$ cat src/rtl/instr_decode_stage.sv
// -----------------------------------------------------------------------------
// instr_decode_stage
//
// Registered RV32 instruction-decode stage between fetch and execute. Each
// accepted instruction is split into its fields, classified by format and
// given a sign-extended immediate before it is stored. Storage is a main
// register, which drives the outputs, plus a skid register. Together they
// absorb one cycle of execute backpressure without a combinational
// out_ready -> in_ready path.
//
// Handshake: a transfer happens on a rising edge where valid and ready are
// both high. The producer holds valid and its data stable until it sees
// ready. in_ready comes straight from a flop and never depends on out_ready
// in the same cycle.
//
// Optional feature: define INSTR_DEC_CNT_EN to add out_count. It counts
// output transfers, wraps modulo 2^CNT_W, is cleared only by rst and is not
// affected by flush.
//
// Ports:
//   clk, rst        clock; synchronous active-high reset
//   flush           drop both buffered entries on the next edge
//   in_valid/ready  input handshake (in_ready is registered)
//   in_instr, in_pc raw instruction and its PC tag
//   out_valid/ready output handshake
//   out_pc          PC tag of the output entry
//   out_opcode, out_funct3, out_funct7, out_rs1, out_rs2, out_rd
//                   instruction fields sliced from the instruction
//   out_fmt         R=0 I=1 S=2 B=3 U=4 J=5 NONE=7
//   out_imm         format-correct immediate, sign-extended to XLEN
//   out_illegal     unknown opcode or instr[1:0] != 2'b11
//   out_count       accepted-output counter (INSTR_DEC_CNT_EN only)
// -----------------------------------------------------------------------------
module instr_decode_stage #(
    parameter int XLEN  = 32,
    parameter int CNT_W = 32
) (
    input  logic             clk,
    input  logic             rst,
    input  logic             flush,
    input  logic             in_valid,
    output logic             in_ready,
    input  logic [31:0]      in_instr,
    input  logic [XLEN-1:0]  in_pc,
    output logic             out_valid,
    input  logic             out_ready,
    output logic [XLEN-1:0]  out_pc,
    output logic [6:0]       out_opcode,
    output logic [2:0]       out_funct3,
    output logic [6:0]       out_funct7,
    output logic [4:0]       out_rs1,
    output logic [4:0]       out_rs2,
    output logic [4:0]       out_rd,
    output logic [2:0]       out_fmt,
    output logic [XLEN-1:0]  out_imm,
    output logic             out_illegal
`ifdef INSTR_DEC_CNT_EN
    ,
    output logic [CNT_W-1:0] out_count
`endif
);

    // The U-type immediate occupies all 32 bits, so XLEN cannot be narrower.
    if (XLEN < 32 || CNT_W < 1) begin : g_param_check
        $error("instr_decode_stage: XLEN must be >= 32 and CNT_W >= 1");
    end

    localparam logic [2:0] FMT_R    = 3'd0;
    localparam logic [2:0] FMT_I    = 3'd1;
    localparam logic [2:0] FMT_S    = 3'd2;
    localparam logic [2:0] FMT_B    = 3'd3;
    localparam logic [2:0] FMT_U    = 3'd4;
    localparam logic [2:0] FMT_J    = 3'd5;
    localparam logic [2:0] FMT_NONE = 3'd7;

    typedef struct packed {
        logic [XLEN-1:0] pc;
        logic [6:0]      opcode;
        logic [2:0]      funct3;
        logic [6:0]      funct7;
        logic [4:0]      rs1;
        logic [4:0]      rs2;
        logic [4:0]      rd;
        logic [2:0]      fmt;
        logic [XLEN-1:0] imm;
        logic            illegal;
    } entry_t;

    entry_t dec;
    entry_t main_q, main_d;
    entry_t skid_q, skid_d;
    logic   main_valid, main_valid_d;
    logic   skid_valid, skid_valid_d;
    logic   rdy_q;
    logic   in_xfer, out_xfer;
    logic signed [31:0] imm32;

    assign in_xfer  = in_valid & rdy_q;
    assign out_xfer = main_valid & out_ready;

    // Decode the incoming instruction before it is stored. imm32 is built
    // already sign-extended to 32 bits and then widened to XLEN.
    always_comb begin
        imm32       = '0;
        dec         = '0;
        dec.pc      = in_pc;
        dec.opcode  = in_instr[6:0];
        dec.funct3  = in_instr[14:12];
        dec.funct7  = in_instr[31:25];
        dec.rs1     = in_instr[19:15];
        dec.rs2     = in_instr[24:20];
        dec.rd      = in_instr[11:7];
        dec.fmt     = FMT_NONE;
        case (in_instr[6:0])
            7'b0110111, 7'b0010111: begin
                dec.fmt = FMT_U;
                imm32   = {in_instr[31:12], 12'b0};
            end
            7'b1101111: begin
                dec.fmt = FMT_J;
                imm32   = {{12{in_instr[31]}}, in_instr[19:12], in_instr[20],
                           in_instr[30:21], 1'b0};
            end
            7'b1100111, 7'b0000011, 7'b0010011, 7'b0001111, 7'b1110011: begin
                dec.fmt = FMT_I;
                imm32   = {{20{in_instr[31]}}, in_instr[31:20]};
            end
            7'b1100011: begin
                dec.fmt = FMT_B;
                imm32   = {{20{in_instr[31]}}, in_instr[7], in_instr[30:25],
                           in_instr[11:8], 1'b0};
            end
            7'b0100011: begin
                dec.fmt = FMT_S;
                imm32   = {{20{in_instr[31]}}, in_instr[31:25], in_instr[11:7]};
            end
            7'b0110011: begin
                dec.fmt = FMT_R;
            end
            default: begin
                dec.fmt = FMT_NONE;
            end
        endcase
        dec.imm     = XLEN'(imm32);
        dec.illegal = (dec.fmt == FMT_NONE) || (in_instr[1:0] != 2'b11);
    end

    // Storage next state. When main is empty or drains, a waiting skid entry
    // takes priority, which keeps the order. The input cannot also transfer
    // then, because in_ready is low whenever skid is occupied.
    always_comb begin
        main_d       = main_q;
        skid_d       = skid_q;
        main_valid_d = main_valid;
        skid_valid_d = skid_valid;
        if (flush) begin
            main_valid_d = 1'b0;
            skid_valid_d = 1'b0;
        end else if (!main_valid || out_xfer) begin
            if (skid_valid) begin
                main_d       = skid_q;
                main_valid_d = 1'b1;
                skid_valid_d = 1'b0;
            end else if (in_xfer) begin
                main_d       = dec;
                main_valid_d = 1'b1;
            end else begin
                main_valid_d = 1'b0;
            end
        end else if (in_xfer) begin
            skid_d       = dec;
            skid_valid_d = 1'b1;
        end
    end

    always_ff @(posedge clk) begin
        if (rst) begin
            main_q     <= '0;
            skid_q     <= '0;
            main_valid <= 1'b0;
            skid_valid <= 1'b0;
            rdy_q      <= 1'b1;
        end else begin
            main_q     <= main_d;
            skid_q     <= skid_d;
            main_valid <= main_valid_d;
            skid_valid <= skid_valid_d;
            rdy_q      <= !skid_valid_d;
        end
    end

`ifdef INSTR_DEC_CNT_EN
    logic [CNT_W-1:0] count_q;

    // A transfer during a flush still counts because the consumer took it.
    always_ff @(posedge clk) begin
        if (rst) begin
            count_q <= '0;
        end else if (out_xfer) begin
            count_q <= count_q + 1'b1;
        end
    end

    assign out_count = count_q;
`endif

    assign in_ready    = rdy_q;
    assign out_valid   = main_valid;
    assign out_pc      = main_q.pc;
    assign out_opcode  = main_q.opcode;
    assign out_funct3  = main_q.funct3;
    assign out_funct7  = main_q.funct7;
    assign out_rs1     = main_q.rs1;
    assign out_rs2     = main_q.rs2;
    assign out_rd      = main_q.rd;
    assign out_fmt     = main_q.fmt;
    assign out_imm     = main_q.imm;
    assign out_illegal = main_q.illegal;

endmodule

$ cat config.mk
export PLATFORM = sky130hd
export DESIGN_NAME = instr_decode_stage
export DESIGN_NICKNAME = d
export VERILOG_FILES = /design/src/rtl/instr_decode_stage.sv
export SDC_FILE = /design/constraint.sdc
export NUM_CORES = 1
export LEC_CHECK = 0
export ABC_CLOCK_PERIOD_IN_PS = 4900
export BUFFER_PORTS_ARGS = -buffer_cell sky130_fd_sc_hd__clkbuf_2
export CORE_MARGIN = 5
export CORE_UTILIZATION = 40
export DETAILED_ROUTE_END_ITERATION = 12
export PLACE_DENSITY = 0.59
export SLEW_MARGIN = 0
export SYNTH_ARGS = -nofsm -noshare
export SYNTH_HDL_FRONTEND = slang
export SYNTH_SLANG_ARGS = --single-unit
$ cat constraint.sdc
create_clock -name clk -period 4.9 [get_ports clk]
set_clock_uncertainty 0.2 [all_clocks]
set_input_delay 1.47 -clock clk [delete_from_list [all_inputs] [get_ports clk]]
set_output_delay 1.47 -clock clk [all_outputs]
set_load 0.02 [all_outputs]
==> metrics.md, run 1 <==
| Metric | Value |
|---|---|
| Sequential-to-total area share from yosys stat | 0.487 |
| Flop pwr share | 0.470 |
| Post-synthesis cell count | 966 |
| Clock power share | 0.434 |
| TritonCTS Sinks | 203 |
| Setup violators final | 0 |
| Post-CTS Setup Inserts | 0 |
| Final worst path period need | 3190 ps |
| Power density cells | 371 nW/um2 |
| Placed insts | 1328 |
| Fin Setup TNS | 0 ps |
| Vias per cell | 5.23 |
| Status | finished, final reports clean |
| Core area | 20400 um2 |
| Worst Hold Path Cells | 2 |
| Worst-Skew Late Latency | 490 ps |
| Largest family of logic cells by synthesized area | compound AO/OA/AOI/OAI gates |
| RSZ-0062 raised after global routing | false |
| Post-route ant nets | 0 |
| Flops & latches, synth | 203 |
| Finished Layout Cells | 1365 |
| # hold bufs at CTS | 0 |
| Most common cell after layout, fill and taps aside | dfxtp_1 |
| Max-slew violations | 0 |
| Hpwl dp | 14600 um |
| CTS resizes | 0 |
| Synth Area in Simple Gates | 0.169 |
| Max Clk Rate | 0.313 GHz |
| Complex-gate fraction of the synthesized area | 0.219 |
| Max Cap Viol | 0 |
| Vias in the first global route | 6739 |
| Origin of the critical flop-to-flop path | skid_valid |
| FP Rows | 52 |
| Fill cell count | 2036 |
| Setup slack, reg-to-reg | 2310 ps |
| First-pass GRT wire length | 36600 um |
| Wirelength per Cell | 16.9 um |
| Share of synthesized cell area in full adder, half adder and majority cells | 0 |
| DR pass1 iterations | 4 |
| Antenna Cells | 0 |
| TritonCTS Buffers | 23 |
| Clock buffer depth | 3 |
| Crit. End Element | flip-flop |
| Routed wl met2 | 10400 um |
| DR vias | 7143 |
| Initial antenna violation count | 0 |
| Starting DRT DRC Count | 412 |
| Clk pin slew, worst setup/hold paths | 60 ps |
| Critical Path RT | 5030 ps |
| Number of synthesized flops with an enable pin | 0 |
| Synth Flop Type | dfxtp_1 |
| Critical path peak fanout | 21 |
| Met3 wire len | 1350 um |
| Netlist Area Pre-Place | 8340 um2 |
| RePlAce Congestion | 0.770 |
| Critical path type | in2reg |
| Root buf cell | clkbuf_16 |
| Syn_area_per_cell | 8.64 um2 |
| CTS tree | built |
| Net load switching power | 908 uW |
| Boundary Pins | 171 |
| DRC violation count after routing | 0 |
| Input/output buffers | 170 |
| Most frequent cells in the layout | dfxtp_1 (202), nand2_1 (169), clkbuf_2 (169), nor2_1 (102), a211oi_1 (94) |
| Switching Share | 0.245 |
| R2r endpoint | out_imm[21] |
| Power Internal | 2790 uW |
| Total GRT Usage | 0.185 |
| Final Hold Viols | 0 |
| R2R depth | 5 |
| Gate power share | 0.097 |
| Hold Path End | skid_q[67] |
| H-tree depth | 1 |
| Ys Warns | 0 |
| DIE AREA | 23800 um2 |
| Hold Path Origin | skid_q[67] |
| Final period util | 0.652 |
| Gr ovfl total | 0 |
| Top routing layer in use | met4 |
| Mux cell area share after synthesis | 0.0768 |
| Die Span Y | 154 um |
| Area Growth Syn to Fin | 19.5% |
| Layout cells sized above 1 | 0.203 |
| Wirelength, routed | 23000 um |
| Worst min path class | reg2reg |
| LEAKAGE | 0.00369 uW |
| Met1 wire length | 10900 um |
| Slew headroom | 0.315 |
| Die width | 154 um |
| Starting density of the core | 0.410 |
| Worst VDD drop | 240 uV |
| Final net count | 1152 |
| Slew @ Worst Pin | 1020 ps |
| Critical path arrival | 3320 ps |
| Largest net degree at the start of global routing | 154 |
| Post-Synth XOR/XNOR Area | 0.00105 |
| Cell variety after synth | 46 |
| Post-synth net total | 1035 |
| Async set or reset register ratio after synthesis | 0 |
| Element type at the critical path start | primary input |
==> worst max-delay path, stage by stage <==
cell and delay (ps):
clkbuf_2 80, nand2b_1 180, or3_2 660, nor2_1 740, a211oi_1 180
==> how the worst max path moves through the flow <==
| stage | start | end | depth (start not counted) |
|---|---|---|---|
| floorplan | flush | out_fmt[2] | 5 |
| global placement | out_ready | skid_q[18] | 6 |
| detailed placement | out_ready | skid_q[13] | 6 |
| CTS | out_ready | skid_q[18] | 6 |
| global route | out_ready | skid_q[18] | 6 |
| finish | out_ready | skid_q[21] | 5 |
==> power by group through the flow <==
stage | Clock (uW) | Combinational (uW) | Sequential (uW)
detailed placement | 0 | 361 | 1770
global route | 1730 | 393 | 1740
global placement | 0 | 359 | 1770
floorplan | 0 | 167 | 1830
finish | 1600 | 358 | 1740
CTS | 1650 | 362 | 1740
==> Yosys cell counts (3+ instances only) <==
cell type  number  area share
inv_1           4      0.0018
nor3b_1         3      0.0027
buf_2          32       0.019
o21ai_0        32       0.019
nand3_1         3      0.0018
a22oi_1         5      0.0045
nor2b_1         3      0.0023
nor2_1        102       0.046
a21oi_1        91       0.055
a22o_1          6      0.0063
a311oi_1        9      0.0095
or3_1          10      0.0075
buf_1           4      0.0018
mux2i_1        64       0.077
clkbuf_1       47       0.021
and2_1          5      0.0037
nand2_1       169       0.076
a221oi_1        5      0.0052
o211ai_1        8      0.0072
a21o_1         12       0.011
nand4b_1        3      0.0032
a211oi_1       94       0.085
nor3_1          5      0.0030
nand2b_1        3      0.0023
nand3b_1        4      0.0036
dfxtp_1       203        0.49
and3_1          9      0.0067
o2bb2ai_1       6      0.0063
buf_4           3      0.0027
==> per-stage QoR <==
step / utilization / power [uW] / worst slack (ps) / hold slack [ps] / cell area (um2)
floorplan: - / 1990 / 1960 / 232 / 8340
global placement: 0.455 / 2130 / 1230 / 237 / 9270
detailed placement: 0.455 / 2130 / 1190 / 239 / 9270
CTS: 0.490 / 3750 / 1690 / 254 / 9970
global route: 0.490 / 3860 / 1540 / 269 / 9970
finish: 0.490 / 3700 / 1710 / 252 / 9970
==> state kept, by name, indices dropped and copies added (netlist names), 3 cells and up <==
signal      cells
out_fmt         3
out_pc         32
out_imm        32
out_funct3      3
out_rd          5
skid_q        100
out_rs1         5
out_rs2         5
out_opcode      7
out_funct7      7
==> layout make-up <==
type / instances / area, um2 / area share
Clock buffer: 33 / 653 / 0.0655
Clock inverter: 4 / 45.0 / 0.00452
Inverter: 4 / 15.0 / 0.00151
Multi-Input combinational cell: 672 / 3900 / 0.391
Sequential cell: 203 / 4070 / 0.408
Tap cell: 270 / 338 / 0.0339
Timing Repair Buffer: 179 / 950 / 0.0952
==> logic make-up after synthesis <==
logic type / after synthesis
flip-flops: 203
multiplexers: 64
XOR/XNOR: 1
AO/OA/AOI/OAI: 278
buffers and inverters: 91
AND/OR/NAND/NOR: 329
==> routing by layer <==
layer | GRT usage | vias to the layer above
met3 | 0.0355 | 25
li1 | - | 3667
met5 | 0 | -
met2 | 0.284 | 176
met1 | 0.271 | 3275
met4 | 0.0395 | 0
Power figures use the tool's default switching activity.
==> run 2, diff against run 1 <==
--- a/config.mk
+++ b/config.mk
@@ -5,7 +5,7 @@
 export SDC_FILE = /design/constraint.sdc
 export NUM_CORES = 1
 export LEC_CHECK = 0
-export ABC_CLOCK_PERIOD_IN_PS = 4900
+export ABC_CLOCK_PERIOD_IN_PS = 3000
 export BUFFER_PORTS_ARGS = -buffer_cell sky130_fd_sc_hd__clkbuf_2
 export CORE_MARGIN = 5
 export CORE_UTILIZATION = 40
==> constraint.sdc (replaced) <==
create_clock -name clk -period 3 [get_ports clk]
set_clock_uncertainty 0.2 [all_clocks]
set_input_delay 0.9 -clock clk [delete_from_list [all_inputs] [get_ports clk]]
set_output_delay 0.9 -clock clk [all_outputs]
set_load 0.02 [all_outputs]
==> metrics.md, run 2 (synthesis results as in run 1) <==
| Metric | Value |
|---|---|
| Status | finished, final reports clean |
| Critical path arrival | 2600 ps (-720 ps) |
| Hold Path End | out_fmt[0] |
| Die width | 154 um (unchanged) |
| Total GRT Usage | 0.190 (+0.00507) |
| Element type at the critical path start | flip-flop |
| DR vias | 7206 (+0.88%) |
| Gr busiest metal | met2 |
| Wirelength per Cell | 17.1 um (+1.3%) |
| DIE AREA | 23800 um2 (unchanged) |
| Number of flip-flops in the largest register | 100 (unchanged) |
| Most common cell after layout, fill and taps aside | dfxtp_1 |
| Initial antenna violation count | 0 (unchanged) |
| Gr ovfl total | 0 (unchanged) |
| Met3 Use GR | 0.0330 (-0.00251) |
| Clock buffer depth | 3 (unchanged) |
| Critical path type | reg2reg |
| Slowest CP cell | dfxtp_4 |
| Area Growth Syn to Fin | 21.2% |
| Critical path peak fanout | 153 (+630%) |
| Layout cells sized above 1 | 0.213 (+0.0106) |
| Met2 usage | 0.293 (+0.00936) |
| Post-CTS Setup Inserts | 0 (unchanged) |
| Final worst path period need | 2400 ps |
| Biggest register | skid_q |
| H-tree depth | 1 (unchanged) |
| Slew @ Worst Pin | 1050 ps (+21.3 ps) |
| Input/output buffers | 170 (unchanged) |
| Worst-Skew Late Latency | 500 ps (about the same) |
| LEAKAGE | 0.00377 uW (+2.2%) |
| First-pass GRT wire length | 37700 um (+2.9%) |
| Wirelength, routed | 23600 um (+2.5%) |
| FP Rows | 52 (unchanged) |
| CTS resizes | 0 (unchanged) |
| Final net count | 1164 (+1.0%) |
| Boundary Pins | 171 (unchanged) |
| DR pass1 iterations | 5 (+1) |
| Fin Setup TNS | 0 ps (unchanged) |
| Root buf cell | clkbuf_16 |
| Max Cap Viol | 0 (unchanged) |
| Slowest Stage Delay on Critical Path | 630 ps (-110 ps) |
| RSZ-0062 raised after global routing | false |
| Worst Hold Path Cells | 2 (unchanged) |
| Die Span Y | 154 um (unchanged) |
| Final period util | 0.800 |
| Clk pin slew, worst setup/hold paths | 60 ps (about the same) |
| DRC violation count after routing | 0 (unchanged) |
| Crit. End Element | flip-flop |
| Origin of the critical flop-to-flop path | skid_valid |
| Hpwl dp | 15300 um (+5.0%) |
| Most frequent cells in the layout | dfxtp_1 (202), nand2_1 (169), clkbuf_2 (169), nor2_1 (102), a211oi_1 (94) |
| CTS tree | built |
| # hold bufs at CTS | 0 (unchanged) |
| Max-slew violations | 0 (unchanged) |
| Worst min path class | reg2reg |
| Starting density of the core | 0.410 (unchanged) |
| Vias in the first global route | 6893 (+2.3%) |
| R2r endpoint | out_imm[4] |
| Largest net degree at the start of global routing | 154 (unchanged) |
| Power density cells | 608 nW/um2 (+64%) |
| Hold Path Origin | out_fmt[0] |
| Sequence of cells on the critical path | a21oi_2, nor3_4, buf_12, o21ai_0, a221oi_1 |
| Design Power | 6150 uW (+66%) |
| Final Hold Viols | 0 (unchanged) |
| Fill cell count | 2006 (-1.5%) |
| R2R depth | 5 (unchanged) |
| Critical Path RT | 3200 ps (-1830 ps) |
| Core area | 20400 um2 (unchanged) |
| GR Layer Usage met1 | 0.277 (+0.00691) |
| Slew headroom | 0.301 (-0.0143) |
| Post-route ant nets | 0 (unchanged) |
| Antenna Cells | 0 (unchanged) |
| Starting DRT DRC Count | 468 (+14%) |
| TritonCTS Buffers | 23 (unchanged) |
| Setup slack, reg-to-reg | 600 ps (-1710 ps) |
| Setup violators final | 0 (unchanged) |
| Worst VDD drop | 334 uV (+39%) |
| TritonCTS Sinks | 203 (unchanged) |
| Max Clk Rate | 0.417 GHz |
| RePlAce Congestion | 0.787 (+2.1%) |
| Vias per cell | 5.22 (-0.29%) |
-- run 2: power by group --
part	leakage, uW	total [uW]	switching [uW]	internal, uW
registers	0.00165	2840	51.4	2790
logic	0.00175	594	395	199
clock network	0.000361	2720	1070	1650
total	0.00377	6150	1520	4630
-- run 2: layout make-up --
cell class                 instances  area, um2  share of cell area
sequential                       203       4070               0.402
timing repair buffer             191       1050               0.104
multi-input combinational        672       3900               0.386
inverter                           4       15.0             0.00148
clock inverter                     5       52.6             0.00520
clock buffer                      36        684              0.0677
tap                              270        338              0.0334
-- run 2: through the flow --
step / hold WS (ps) / setup slack [ps] / std cells / instance area (um2) / util
after floorplan: 232 / 631 / 966 / 8340 / -
after global placement: 238 / 260 / 1340 / 9380 / 0.460
after detailed placement: 240 / 196 / 1340 / 9380 / 0.460
after CTS: 252 / 600 / 1381 / 10100 / 0.497
after global routing: 270 / 364 / 1381 / 10100 / 0.497
final: 249 / 600 / 1381 / 10100 / 0.497
-- run 2: critical path, delay by kind of cell (launching register included) --
family | cells | cell delay, ps
compound gates | 3 | 650
buf+inv | 1 | 430
flops | 1 | 630
simple gates | 1 | 250
-- run 2: how the worst max path moves through the flow --
| stage | from | end | slack, ps | cells after the start |
|---|---|---|---|---|
| global placement | in_instr[2] | out_imm[11] | 260 | 6 |
| CTS | skid_valid | out_imm[1] | 600 | 5 |
| detailed placement | in_instr[2] | out_imm[11] | 200 | 6 |
| floorplan | flush | out_fmt[2] | 630 | 5 |
| finish | skid_valid | out_imm[4] | 600 | 5 |
| global route | skid_valid | out_imm[1] | 360 | 5 |
-- run 2: routing by layer --
metal | part of all wire | vias up
li1 | - | 3679
met1 | 0.47 | 3318
met2 | 0.45 | 181
met3 | 0.066 | 28
met4 | 0.018 | 0
met5 | 0 | -
